<file path="src/rtl/apb_arb_pkg.sv">
`default_nettype none
// ============================================================================
// Module      : apb_arb_pkg
// Description : Shared types, bus widths and slot decode for apb_req_arbiter.
// Revision    : 1.0 - initial release
// ============================================================================
package apb_arb_pkg;

    typedef enum logic [1:0] {
        IDLE   = 2'd0,
        SETUP  = 2'd1,
        ACCESS = 2'd2
    } arb_state_e;

    localparam int SLOT_LSB  = 24;
    localparam int SLOT_BITS = 4;
    localparam int NUM_SLOTS = 1 << SLOT_BITS;
    localparam int APB_DW    = 32;
    localparam int APB_AW    = 32;

    // One-hot PSEL vector for the peripheral slot carried in PADDR[27:24].
    function automatic logic [NUM_SLOTS-1:0] slot_decode(input logic [SLOT_BITS-1:0] slot);
        logic [NUM_SLOTS-1:0] onehot;
        onehot       = '0;
        onehot[slot] = 1'b1;
        return onehot;
    endfunction

endpackage
`default_nettype wire

</file>
<file path="src/rtl/apb_req_arbiter_rr_pick.sv">
`default_nettype none
// ============================================================================
// Module      : rr_pick
// Description : Combinational round-robin picker; searches upward from
//               i_last+1 with wrap, skipping masked requesters.
// Revision    : 1.0 - initial release
// ============================================================================
module rr_pick #(
    parameter int NREQ = 4,
    parameter int IW   = $clog2(NREQ)
) (
    input  logic [NREQ-1:0] i_req,
    input  logic [NREQ-1:0] i_mask,
    input  logic [IW-1:0]   i_last,
    output logic            o_valid,
    output logic [IW-1:0]   o_winner
);

    logic [NREQ-1:0] w_elig;
    logic [IW-1:0]   w_idx;
    logic            w_found;
    logic [IW-1:0]   w_sel;

    assign w_elig = i_req & ~i_mask;

    // Offset 1 is the highest priority, offset NREQ (last owner itself) lowest.
    always_comb begin
        w_found = 1'b0;
        w_sel   = '0;
        w_idx   = '0;
        for (int k = 1; k <= NREQ; k++) begin
            w_idx = IW'((int'(i_last) + k) % NREQ);
            if (!w_found && w_elig[w_idx]) begin
                w_found = 1'b1;
                w_sel   = w_idx;
            end
        end
    end

    assign o_valid  = w_found;
    assign o_winner = w_sel;

endmodule
`default_nettype wire

</file>
<file path="src/rtl/apb_req_arbiter.sv">
`default_nettype none
// ============================================================================
// Module      : apb_req_arbiter
// Description : Round-robin sharing of one APB3 master port among NREQ local
//               requesters, with wait states, PSLVERR capture and timeout.
// Revision    : 1.0 - initial release
// ============================================================================
module apb_req_arbiter
    import apb_arb_pkg::*;
#(
    parameter int NREQ    = 4,
    parameter int TIMEOUT = 256
) (
    input  logic                   PCLK,
    input  logic                   PRESET,
    input  logic [NREQ-1:0]        REQ,
    input  logic [NREQ-1:0]        REQ_WRITE,
    input  logic [APB_AW*NREQ-1:0] REQ_ADDR,
    input  logic [APB_DW*NREQ-1:0] REQ_WDATA,
    output logic [NREQ-1:0]        GNT,
    output logic [NREQ-1:0]        ACK,
    output logic [APB_DW-1:0]      RDATA,
    output logic                   ERR,
    output logic                   BUSY,
    output logic [APB_AW-1:0]      PADDR,
    output logic                   PWRITE,
    output logic [APB_DW-1:0]      PWDATA,
    output logic [NUM_SLOTS-1:0]   PSEL,
    output logic                   PENABLE,
    input  logic [APB_DW-1:0]      PRDATA,
    input  logic                   PREADY,
    input  logic                   PSLVERR
);

    localparam int                 c_IW      = $clog2(NREQ);
    localparam int                 c_CNT_W   = (TIMEOUT > 0) ? $clog2(TIMEOUT + 1) : 1;
    localparam logic [c_CNT_W-1:0] c_TMO     = c_CNT_W'(TIMEOUT);
    localparam logic [c_CNT_W-1:0] c_CNT_MAX = '1;

    arb_state_e           r_state,   w_state_nxt;
    logic [NREQ-1:0]      r_gnt,     w_gnt_nxt;
    logic [NREQ-1:0]      r_ack,     w_ack_nxt;
    logic [APB_DW-1:0]    r_rdata,   w_rdata_nxt;
    logic                 r_err,     w_err_nxt;
    logic                 r_busy,    w_busy_nxt;
    logic [APB_AW-1:0]    r_paddr,   w_paddr_nxt;
    logic                 r_pwrite,  w_pwrite_nxt;
    logic [APB_DW-1:0]    r_pwdata,  w_pwdata_nxt;
    logic [NUM_SLOTS-1:0] r_psel,    w_psel_nxt;
    logic                 r_penable, w_penable_nxt;
    logic [c_CNT_W-1:0]   r_cnt,     w_cnt_nxt;
    logic [c_IW-1:0]      r_last,    w_last_nxt;
    logic [c_IW-1:0]      r_owner,   w_owner_nxt;

    logic [APB_AW-1:0]    w_req_addr  [NREQ];
    logic [APB_DW-1:0]    w_req_wdata [NREQ];
    logic                 w_pick_valid;
    logic [c_IW-1:0]      w_winner;
    logic [APB_AW-1:0]    w_win_addr;
    logic [c_CNT_W-1:0]   w_cnt_inc;
    logic                 w_timeout;

    genvar gi;
    generate
        for (gi = 0; gi < NREQ; gi++) begin : g_unpack
            assign w_req_addr[gi]  = REQ_ADDR[gi*APB_AW +: APB_AW];
            assign w_req_wdata[gi] = REQ_WDATA[gi*APB_DW +: APB_DW];
        end
    endgenerate

    // The requester acked this cycle is masked so it cannot immediately re-win.
    rr_pick #(
        .NREQ (NREQ),
        .IW   (c_IW)
    ) u_rr_pick (
        .i_req    (REQ),
        .i_mask   (r_ack),
        .i_last   (r_last),
        .o_valid  (w_pick_valid),
        .o_winner (w_winner)
    );

    assign w_win_addr = w_req_addr[w_winner];
    assign w_cnt_inc  = (r_cnt == c_CNT_MAX) ? r_cnt : r_cnt + 1'b1;
    assign w_timeout  = (TIMEOUT != 0) && (r_cnt == c_TMO);

    always_ff @(posedge PCLK or posedge PRESET) begin
        if (PRESET) begin
            r_state   <= IDLE;
            r_gnt     <= '0;
            r_ack     <= '0;
            r_rdata   <= '0;
            r_err     <= 1'b0;
            r_busy    <= 1'b0;
            r_paddr   <= '0;
            r_pwrite  <= 1'b0;
            r_pwdata  <= '0;
            r_psel    <= '0;
            r_penable <= 1'b0;
            r_cnt     <= '0;
            r_last    <= c_IW'(NREQ - 1);
            r_owner   <= '0;
        end else begin
            r_state   <= w_state_nxt;
            r_gnt     <= w_gnt_nxt;
            r_ack     <= w_ack_nxt;
            r_rdata   <= w_rdata_nxt;
            r_err     <= w_err_nxt;
            r_busy    <= w_busy_nxt;
            r_paddr   <= w_paddr_nxt;
            r_pwrite  <= w_pwrite_nxt;
            r_pwdata  <= w_pwdata_nxt;
            r_psel    <= w_psel_nxt;
            r_penable <= w_penable_nxt;
            r_cnt     <= w_cnt_nxt;
            r_last    <= w_last_nxt;
            r_owner   <= w_owner_nxt;
        end
    end

    // Next values for every registered output; ACK/ERR/RDATA default to a
    // single-cycle pulse.
    always_comb begin
        w_state_nxt   = r_state;
        w_gnt_nxt     = r_gnt;
        w_ack_nxt     = '0;
        w_rdata_nxt   = '0;
        w_err_nxt     = 1'b0;
        w_busy_nxt    = r_busy;
        w_paddr_nxt   = r_paddr;
        w_pwrite_nxt  = r_pwrite;
        w_pwdata_nxt  = r_pwdata;
        w_psel_nxt    = r_psel;
        w_penable_nxt = r_penable;
        w_cnt_nxt     = r_cnt;
        w_last_nxt    = r_last;
        w_owner_nxt   = r_owner;

        case (r_state)
            IDLE: begin
                w_psel_nxt    = '0;
                w_penable_nxt = 1'b0;
                w_busy_nxt    = 1'b0;
                if (w_pick_valid) begin
                    w_state_nxt          = SETUP;
                    w_gnt_nxt            = '0;
                    w_gnt_nxt[w_winner]  = 1'b1;
                    w_owner_nxt          = w_winner;
                    w_paddr_nxt          = w_win_addr;
                    w_pwrite_nxt         = REQ_WRITE[w_winner];
                    w_pwdata_nxt         = w_req_wdata[w_winner];
                    w_psel_nxt           = slot_decode(w_win_addr[SLOT_LSB +: SLOT_BITS]);
                    w_busy_nxt           = 1'b1;
                    w_cnt_nxt            = '0;
                end
            end

            SETUP: begin
                w_state_nxt   = ACCESS;
                w_penable_nxt = 1'b1;
                w_cnt_nxt     = w_cnt_inc;
            end

            ACCESS: begin
                w_cnt_nxt = w_cnt_inc;
                if (PREADY || w_timeout) begin
                    w_state_nxt   = IDLE;
                    w_psel_nxt    = '0;
                    w_penable_nxt = 1'b0;
                    w_busy_nxt    = 1'b0;
                    w_gnt_nxt     = '0;
                    w_ack_nxt     = r_gnt;
                    w_last_nxt    = r_owner;
                    w_err_nxt     = PREADY ? PSLVERR : 1'b1;
                    if (PREADY && !PSLVERR && !r_pwrite) begin
                        w_rdata_nxt = PRDATA;
                    end
                end
            end

            default: begin
                w_state_nxt   = IDLE;
                w_psel_nxt    = '0;
                w_penable_nxt = 1'b0;
                w_busy_nxt    = 1'b0;
                w_gnt_nxt     = '0;
            end
        endcase
    end

    assign GNT     = r_gnt;
    assign ACK     = r_ack;
    assign RDATA   = r_rdata;
    assign ERR     = r_err;
    assign BUSY    = r_busy;
    assign PADDR   = r_paddr;
    assign PWRITE  = r_pwrite;
    assign PWDATA  = r_pwdata;
    assign PSEL    = r_psel;
    assign PENABLE = r_penable;

endmodule
`default_nettype wire

</file>
<file path="config.mk">
export PLATFORM = sky130hd
export DESIGN_NAME = apb_req_arbiter
export DESIGN_NICKNAME = d
export VERILOG_FILES = /design/src/rtl/apb_arb_pkg.sv /design/src/rtl/apb_req_arbiter_rr_pick.sv /design/src/rtl/apb_req_arbiter.sv
export SDC_FILE = /design/constraint.sdc
export NUM_CORES = 1
export LEC_CHECK = 0
export BUFFER_PORTS_ARGS = -buffer_cell sky130_fd_sc_hd__buf_4
export CORE_AREA = 4 4 161 163
export DETAILED_ROUTE_END_ITERATION = 10
export DIE_AREA = 0 0 165 167
export GPL_ROUTABILITY_DRIVEN = 0
export PLACE_DENSITY = 0.57
export SLEW_MARGIN = 10
export SYNTH_ARGS = -nofsm -noshare
export SYNTH_HDL_FRONTEND = slang
export SYNTH_SLANG_ARGS = --single-unit
export TNS_END_PERCENT = 50
</file>
<file path="constraint.sdc">
create_clock -name PCLK -period 8.75 [get_ports PCLK]
set_input_delay 1.75 -clock PCLK [delete_from_list [all_inputs] [get_ports PCLK]]
set_output_delay 1.75 -clock PCLK [all_outputs]
set_load 0.02 [all_outputs]
</file>
==> report_table.html, run 1 <==
<table>
<tr><th>Metric</th><th>Value</th></tr>
<tr><th colspan="2">Hold path</th></tr>
<tr><td>HP Class</td><td>flip-flop to flip-flop</td></tr>
<tr><th colspan="2">Routing</th></tr>
<tr><td>Total vias in the final route</td><td>about 6700</td></tr>
<tr><td>Wirelength, routed</td><td>26.98 mm</td></tr>
<tr><td>Vias per cell</td><td>4.666</td></tr>
<tr><td>Wire length per cell after detailed routing</td><td>18.75 um</td></tr>
<tr><td>Number of detailed-routing iterations run before antenna repair</td><td>4</td></tr>
<tr><td>Number of nets with antenna violations after detailed routing</td><td>0</td></tr>
<tr><td>Initial detailed-routing violation count</td><td>285</td></tr>
<tr><td>DRC</td><td>0</td></tr>
<tr><th colspan="2">Timing</th></tr>
<tr><td>Post-Route Hold Slack</td><td>0.4815 ns</td></tr>
<tr><td>Clock period minus final worst setup slack</td><td>roughly 4.4 ns</td></tr>
<tr><td>Hold Fails Final Rpt</td><td>0</td></tr>
<tr><td>Share of the clock period used by the worst path after layout</td><td>50.77%</td></tr>
<tr><td>Slew at the pin with the worst max-slew slack</td><td>between 1 and 1.5 ns</td></tr>
<tr><td># setup viols final</td><td>0</td></tr>
<tr><td>Setup TNS</td><td>0 ns</td></tr>
<tr><td>Clock tree skew after final layout</td><td>0.01062 ns</td></tr>
<tr><td>Maximum operating frequency</td><td>225.1 MHz</td></tr>
<tr><td>Pins Over Slew Limit</td><td>0</td></tr>
<tr><td>Max_slew headroom</td><td>about a third</td></tr>
<tr><td>Setup repair after global routing missed its margin</td><td>false</td></tr>
<tr><th colspan="2">Final layout</th></tr>
<tr><td>Filler Cell Count</td><td>around 2300</td></tr>
<tr><td>Multi-input combinational cell area</td><td>approximately 3800 um^2</td></tr>
<tr><td>Area taken by flip-flops and latches</td><td>roughly 3500 um^2</td></tr>
<tr><td>Layout net count</td><td>1408</td></tr>
<tr><td>Antenna diode count</td><td>0</td></tr>
<tr><td>Post-Route Utilization</td><td>47.55%</td></tr>
<tr><td>Area growth from synthesis to final layout</td><td>54.54%</td></tr>
<tr><td>Fraction of layout instances using a drive strength above 1</td><td>48.97%</td></tr>
<tr><td>Finished Cell Area</td><td>11560 um^2</td></tr>
<tr><th colspan="2">Power</th></tr>
<tr><td>Ratio of total power to cell area</td><td>307.0 nW/um^2</td></tr>
<tr><td>Max IR drop VDD</td><td>between 0.0001 and 0.00015 V</td></tr>
<tr><td>LEAKAGE</td><td>5.866 nW</td></tr>
<tr><th colspan="2">Placement</th></tr>
<tr><td># port buffers</td><td>~420</td></tr>
<tr><td>Area of placed instances</td><td>10980 um^2</td></tr>
<tr><td>HPWL after DPL</td><td>21.12 mm</td></tr>
<tr><th colspan="2">Yosys</th></tr>
<tr><td>Total of warnings raised by yosys</td><td>0</td></tr>
<tr><td>Post-synthesis instance area</td><td>roughly 7500 um^2</td></tr>
<tr><td>Prevailing post-synth register cell</td><td>sky130_fd_sc_hd__dfrtp_1</td></tr>
<tr><td>Count of cell types in the netlist</td><td>46</td></tr>
<tr><td>Number of enable flip-flop cells after synthesis</td><td>0</td></tr>
<tr><td>Share of async-settable or async-resettable flops after synthesis</td><td>100.0%</td></tr>
<tr><td>Mapped Nets</td><td>1000</td></tr>
<tr><td>Flip-flop and latch count after synthesis</td><td>139</td></tr>
<tr><td>Number of instances in the synthesized netlist</td><td>694</td></tr>
<tr><td>Mean Syn Cell Area</td><td>10.78 um^2</td></tr>
<tr><td>Portion of the post-synthesis area used by sequential elements</td><td>46.51%</td></tr>
<tr><th colspan="2">Setup path</th></tr>
<tr><td>Classification of the worst setup path</td><td>input port to flip-flop</td></tr>
<tr><td>Critical path startpoint category</td><td>input port</td></tr>
<tr><td>Endpoint arrival time on the critical path</td><td>4.77 ns</td></tr>
<tr><td>Critical Path Fanout Max</td><td>38</td></tr>
<tr><td>Required time of the worst setup path</td><td>about 9.1 ns</td></tr>
<tr><td>Crit end category</td><td>flip-flop</td></tr>
<tr><th colspan="2">CTS</th></tr>
<tr><td>Sink count of the clock tree</td><td>139</td></tr>
<tr><td>Clock buffer count from CTS</td><td>17</td></tr>
<tr><td>Post-CTS Hold Buffers</td><td>0</td></tr>
<tr><td>Post-CTS setup repair buffer count</td><td>0</td></tr>
<tr><td>CTS clock-pin slew for the worst setup and hold paths</td><td>0.07 ns</td></tr>
<tr><td>Clock latency on the worst-skew pair</td><td>0.42 ns</td></tr>
<tr><td>Maximum clock path buffer count</td><td>2</td></tr>
<tr><td>Maximum level of the CTS H-tree</td><td>4</td></tr>
<tr><td>Library cell used as clock root buffer</td><td>sky130_fd_sc_hd__clkbuf_16</td></tr>
<tr><td>Post-CTS resize count</td><td>0</td></tr>
<tr><td>CTS tree</td><td>done</td></tr>
<tr><th colspan="2">GRT</th></tr>
<tr><td>Pin count of the biggest net entering global routing</td><td>82</td></tr>
<tr><td>All-Layer GR Usage</td><td>18.59%</td></tr>
<tr><td>Wire length of the first global-routing pass</td><td>39.41 mm</td></tr>
<tr><td>Total overflow reported by the global router</td><td>0</td></tr>
<tr><td>Initial antenna violation count</td><td>0</td></tr>
<tr><td>Vias in the first global route</td><td>7066</td></tr>
<tr><th colspan="2">Die</th></tr>
<tr><td>Count of standard-cell rows</td><td>57</td></tr>
<tr><td>Core ar.</td><td>~24000 um^2</td></tr>
<tr><td>IO Pins</td><td>approximately 420</td></tr>
<tr><td>Starting density of the core</td><td>30.77%</td></tr>
<tr><td>Chip Width</td><td>roughly 170 um</td></tr>
<tr><td>Die Y</td><td>about 170 um</td></tr>
<tr><td>Die area</td><td>27560 um^2</td></tr>
<tr><th colspan="2">Flow run</th></tr>
<tr><td>Max Cap Viol</td><td>0</td></tr>
<tr><th colspan="2">Status</th></tr>
<tr><td>Outcome</td><td>completed</td></tr>
</table>
## worst max-delay path: stages
cell,delay [ns]
sky130_fd_sc_hd__buf_4,0.08
sky130_fd_sc_hd__nor2b_1,0.40
sky130_fd_sc_hd__nor2_1,0.21
sky130_fd_sc_hd__nor2_4,0.47
sky130_fd_sc_hd__buf_4,0.62
sky130_fd_sc_hd__buf_4,0.60
sky130_fd_sc_hd__mux2i_1,0.15
sky130_fd_sc_hd__mux2_2,0.28
sky130_fd_sc_hd__o21ai_0,0.16
## cells by family after synthesis
| group | share of synthesized area [%] |
|---|---|
| fa+ha+maj | 1.003 |
| xor+xnor | 0.7022 |
| simple gates | 11.87 |
| buf+inv | 3.026 |
| flops | 46.51 |
| mux | 27.20 |
| compound gates | 9.680 |
## state kept, by name, summed over array words and instances, names as in the netlist
register	cells
r_cnt	9
PWDATA	32
PENABLE	1
BUSY	1
PADDR	32
r_last	2
RDATA	32
GNT	4
PWRITE	1
r_state	2
PSEL	16
ERR	1
r_owner	2
ACK	4
## cell usage after synthesis, drive strengths merged, types with 6 or more instances
master	number	area, um^2
a32o	8	80.08
and2	38	237.7
buf	20	106.4
clkbuf	23	86.33
dfrtp	137	3428
ha	6	75.07
inv	9	33.78
mux2	67	754.5
mux2i	128	1281
nand2	94	352.8
nand3	12	60.06
nor2	13	51.30
o21ai	77	385.4
o31ai	6	45.04
## final cells by class
| cell class | instances | area share (%) |
|---|---|---|
| tap | 324 | 3.505 |
| sequential | 139 | 30.10 |
| timing repair buffer | 432 | 28.04 |
| inverter | 9 | 0.3354 |
| clock buffer | 18 | 3.797 |
| multi-input combinational | 503 | 32.94 |
| clock inverter | 14 | 1.277 |
## final timing paths
| check | slack [ns] | start | endpoint | cells past startpoint |
|---|---|---|---|---|
| max in group asynchronous | 5.88 | PRESET | ERR | 3 |
| max reg2reg | 5.32 | ACK[3] | PWDATA[23] | 8 |
| min reg2reg | 0.48 | PADDR[23] | PADDR[23] | 2 |
| min in group asynchronous | 1.38 | PRESET | RDATA[6] | 2 |
| max | 4.31 | REQ[3] | PWDATA[23] | 9 |
| min | 0.48 | PADDR[23] | PADDR[23] | 2 |
## placed cells by master (no fill, tap or decap), drive strengths merged, types with 6 or more instances in the layout
cell type and count:
dfrtp 137, a32o 8, ha 6, nand2 94
nand3 12, nor2 13, mux2 67, buf 432
clkbuf 18, o31ai 6, and2 38, o21ai 77
inv 19, mux2i 128
## through the flow
stage	power (mW)	instances	setup WS, ns
global placement	2.849	1407	3.981
CTS	3.612	1439	4.276
finish	3.551	1439	4.307
detailed placement	2.872	1407	3.841
global route	3.799	1439	4.123
floorplan	2.160	694	3.279
## routing by layer
metal | vias to the layer above | global-route usage [%] | part of all wire, %
met5 | - | 0 | 0
met4 | 0 | 4.919 | 1.7
met3 | 26 | 7.341 | 11
met2 | 295 | 32.83 | 50
met1 | 3103 | 20.67 | 37
li1 | 3290 | - | -
## where the power goes
part,switching (mW),internal (mW)
clock,0.319,0.411
sequential,0.133,0.860
combinational,1.02,0.807
total,1.47,2.08
Power figures use the tool's default switching activity.
==> run 2, diff against run 1 <==
- clock period: 8.75 -> 4.6 ns (I/O delays scaled with it)
==> report_table.html, run 2 (synthesized netlist as in run 1, its figures left out) <==
<table>
<tr><th>Metric</th><th>Value</th></tr>
<tr><th colspan="2">Status</th></tr>
<tr><td>Outcome</td><td>completed (unchanged)</td></tr>
<tr><th colspan="2">Die</th></tr>
<tr><td>IO Pins</td><td>424 (unchanged)</td></tr>
<tr><td>Count of standard-cell rows</td><td>57 (unchanged)</td></tr>
<tr><td>Starting density of the core</td><td>30.77% (unchanged)</td></tr>
<tr><td>Core ar.</td><td>24320 um^2 (unchanged)</td></tr>
<tr><td>Die area</td><td>27560 um^2 (unchanged)</td></tr>
<tr><td>Die Y</td><td>167 um (unchanged)</td></tr>
<tr><td>Chip Width</td><td>165 um (unchanged)</td></tr>
<tr><th colspan="2">Final layout</th></tr>
<tr><td>Most common cell after layout, fill and taps aside</td><td>sky130_fd_sc_hd__buf_4 (unchanged)</td></tr>
<tr><td>Leading cell types in the layout, fill and taps excluded</td><td>sky130_fd_sc_hd__buf_4, sky130_fd_sc_hd__dfrtp_1, sky130_fd_sc_hd__mux2i_1, sky130_fd_sc_hd__nand2_1, sky130_fd_sc_hd__o21ai_0 (unchanged)</td></tr>
<tr><td>Layout net count</td><td>1412 (was 1408)</td></tr>
<tr><td>Area growth from synthesis to final layout</td><td>56.61% (was 54.54%)</td></tr>
<tr><td>Finished Cell Area</td><td>11720 um^2 (was 11560 um^2)</td></tr>
<tr><td>Fraction of layout instances using a drive strength above 1</td><td>49.15% (was 48.97%)</td></tr>
<tr><th colspan="2">Power</th></tr>
<tr><td>Max IR drop VDD</td><td>0.0002866 V (was 0.0001160 V)</td></tr>
<tr><td>Portion of total power attributed to the clock network</td><td>21.6% (was 20.6%)</td></tr>
<tr><td>Internal Pwr Total</td><td>4.124 mW (was 2.078 mW)</td></tr>
<tr><td>LEAKAGE</td><td>5.940 nW (was 5.866 nW)</td></tr>
<tr><td>Power share of the combinational group</td><td>51.5% (about the same)</td></tr>
<tr><td>Net switching fraction of the power</td><td>40.39% (was 41.49%)</td></tr>
<tr><td>Sequential Power Share</td><td>26.9% (was 28.0%)</td></tr>
<tr><td>Sum of internal, switching and leakage power</td><td>6.918 mW (was 3.551 mW)</td></tr>
<tr><td>Ratio of total power to cell area</td><td>590.3 nW/um^2 (was 307.0 nW/um^2)</td></tr>
<tr><td>NetSw</td><td>2.794 mW (was 1.473 mW)</td></tr>
<tr><th colspan="2">Setup path</th></tr>
<tr><td>Worst R2R Start</td><td>ACK[3] (unchanged)</td></tr>
<tr><td>R2R Setup Slk</td><td>1.84 ns (was 5.32 ns)</td></tr>
<tr><td>Launching element of the worst setup path</td><td>REQ[3] (unchanged)</td></tr>
<tr><td>Cells on worst reg2reg path</td><td>7 (was 8)</td></tr>
<tr><td>Critical path startpoint category</td><td>input port (unchanged)</td></tr>
<tr><td>Critical Path Fanout Max</td><td>18 (was 38)</td></tr>
<tr><td>End of the critical path</td><td>PSEL[14] (was PWDATA[23])</td></tr>
<tr><td>End of the worst register-to-register path</td><td>PSEL[14] (was PWDATA[23])</td></tr>
<tr><td>Required time of the worst setup path</td><td>4.90 ns (was 9.08 ns)</td></tr>
<tr><td>Classification of the worst setup path</td><td>input port to flip-flop (unchanged)</td></tr>
<tr><td>Crit end category</td><td>flip-flop (unchanged)</td></tr>
<tr><td>Endpoint arrival time on the critical path</td><td>3.24 ns (was 4.77 ns)</td></tr>
<tr><th colspan="2">GRT</th></tr>
<tr><td>Total overflow reported by the global router</td><td>0 (unchanged)</td></tr>
<tr><td>Vias in the first global route</td><td>6769 (was 7066)</td></tr>
<tr><td>Pin count of the biggest net entering global routing</td><td>140 (was 82)</td></tr>
<tr><td>Initial antenna violation count</td><td>2 (was 0)</td></tr>
<tr><td>All-Layer GR Usage</td><td>18.54% (was 18.59%)</td></tr>
<tr><td>Wire length of the first global-routing pass</td><td>39.14 mm (was 39.41 mm)</td></tr>
<tr><th colspan="2">CTS</th></tr>
<tr><td>CTS clock-pin slew for the worst setup and hold paths</td><td>0.06 ns (was 0.07 ns)</td></tr>
<tr><td>Maximum level of the CTS H-tree</td><td>4 (unchanged)</td></tr>
<tr><td>Clock latency on the worst-skew pair</td><td>0.42 ns (about the same)</td></tr>
<tr><td>Post-CTS setup repair buffer count</td><td>0 (unchanged)</td></tr>
<tr><td>Library cell used as clock root buffer</td><td>sky130_fd_sc_hd__clkbuf_16 (unchanged)</td></tr>
<tr><td>Post-CTS resize count</td><td>0 (unchanged)</td></tr>
<tr><td>Clock buffer count from CTS</td><td>17 (unchanged)</td></tr>
<tr><td>CTS tree</td><td>done (unchanged)</td></tr>
<tr><td>Post-CTS Hold Buffers</td><td>0 (unchanged)</td></tr>
<tr><td>Sink count of the clock tree</td><td>139 (unchanged)</td></tr>
<tr><td>Maximum clock path buffer count</td><td>2 (unchanged)</td></tr>
<tr><th colspan="2">Timing</th></tr>
<tr><td>Share of the clock period used by the worst path after layout</td><td>63.98%</td></tr>
<tr><td>Setup TNS</td><td>0 ns (unchanged)</td></tr>
<tr><td>Setup repair after global routing missed its margin</td><td>false (unchanged)</td></tr>
<tr><td># setup viols final</td><td>0 (unchanged)</td></tr>
<tr><td>Hold Fails Final Rpt</td><td>0 (unchanged)</td></tr>
<tr><td>Clock tree skew after final layout</td><td>0.01327 ns (was 0.01062 ns)</td></tr>
<tr><td>Max_slew headroom</td><td>35.66% (was 31.45%)</td></tr>
<tr><td>Clock period minus final worst setup slack</td><td>2.943 ns</td></tr>
<tr><td>Maximum operating frequency</td><td>339.8 MHz</td></tr>
<tr><td>Pins Over Slew Limit</td><td>0 (unchanged)</td></tr>
<tr><td>Slew at the pin with the worst max-slew slack</td><td>0.9562 ns (was 1.028 ns)</td></tr>
<tr><td>Final worst setup slack</td><td>1.657 ns (was 4.307 ns)</td></tr>
<tr><th colspan="2">Flow run</th></tr>
<tr><td>Max Cap Viol</td><td>0 (unchanged)</td></tr>
<tr><th colspan="2">Routing</th></tr>
<tr><td>DRC</td><td>0 (unchanged)</td></tr>
<tr><td>Total vias in the final route</td><td>6657 (was 6714)</td></tr>
<tr><td>M1 wire length</td><td>10.33 mm (was 10.10 mm)</td></tr>
<tr><td>Met2 WL</td><td>13.24 mm (was 13.44 mm)</td></tr>
<tr><td>Wirelength, routed</td><td>26.89 mm (was 26.98 mm)</td></tr>
<tr><td>Vias per cell</td><td>4.610 (was 4.666)</td></tr>
<tr><td>Highest metal layer with signal wires</td><td>met4 (unchanged)</td></tr>
<tr><td>Initial detailed-routing violation count</td><td>244 (was 285)</td></tr>
<tr><td>Met3 Routed Length</td><td>2.825 mm (was 2.974 mm)</td></tr>
<tr><td>Wire length per cell after detailed routing</td><td>18.62 um (was 18.75 um)</td></tr>
<tr><td>Number of detailed-routing iterations run before antenna repair</td><td>4 (unchanged)</td></tr>
<tr><td>Number of nets with antenna violations after detailed routing</td><td>0 (unchanged)</td></tr>
<tr><th colspan="2">Placement</th></tr>
<tr><td>HPWL after DPL</td><td>21.02 mm (was 21.12 mm)</td></tr>
<tr><td>Worst slack at placement</td><td>1.218 ns (was 3.841 ns)</td></tr>
<tr><td>Area of placed instances</td><td>11080 um^2 (was 10980 um^2)</td></tr>
<tr><td># port buffers</td><td>423 (unchanged)</td></tr>
<tr><th colspan="2">Hold path</th></tr>
<tr><td>HP Class</td><td>flip-flop to flip-flop (unchanged)</td></tr>
</table>
## run 2: routing by layer
layer,vias up,GRT usage [%]
met4,0,5.063
met5,-,0
met3,22,6.574
met1,3039,21.86
met2,289,31.78
li1,3307,-
## run 2: how the worst min path moves through the flow
stage / cells past startpoint / end / startpoint
2_1_floorplan: 2 / r_last[1] / r_owner[1]
3_5_place_dp: 2 / PWDATA[27] / PWDATA[27]
6_report: 2 / PWDATA[1] / PWDATA[1]
5_1_grt: 2 / PWDATA[19] / PWDATA[19]
4_1_cts: 2 / PWDATA[26] / PWDATA[26]
3_3_place_gp: 2 / PADDR[30] / PADDR[30]
## run 2: power by group through the flow
stage / combinational, mW / sequential [mW] / clock (mW)
floorplan: 1.82 / 2.29 / 0
global placement: 3.60 / 1.87 / 0
detailed placement: 3.64 / 1.89 / 0
CTS: 3.64 / 1.87 / 1.54
global route: 3.88 / 1.92 / 1.59
finish: 3.56 / 1.86 / 1.49
## run 2: worst max-delay path, stage by stage
cell and delay, ns:
sky130_fd_sc_hd__buf_4 0.08, sky130_fd_sc_hd__nor2b_1 0.40, sky130_fd_sc_hd__nor2_1 0.21, sky130_fd_sc_hd__nor2_4 0.41, sky130_fd_sc_hd__buf_12 0.25, sky130_fd_sc_hd__mux2i_1 0.25
sky130_fd_sc_hd__mux2i_1 0.27, sky130_fd_sc_hd__o41ai_1 0.43
## run 2: cell type report
class | instances | area, um^2
clock buffer | 18 | 439.2
antenna | 1 | 2.502
fill | 2313 | 12600
inverter | 9 | 37.54
clock inverter | 14 | 196.4
tap | 324 | 405.4
sequential | 139 | 3481
multi-input combinational | 503 | 3810
timing repair buffer | 436 | 3348
## run 2: stage by stage
step,utilization [%],std cells,hold slack [ns]
detailed placement,45.57,1411,0.4711
floorplan,-,694,0.4477
global route,48.19,1444,0.4972
finish,48.19,1444,0.4768
CTS,48.18,1443,0.4856
global placement,45.57,1411,0.4620
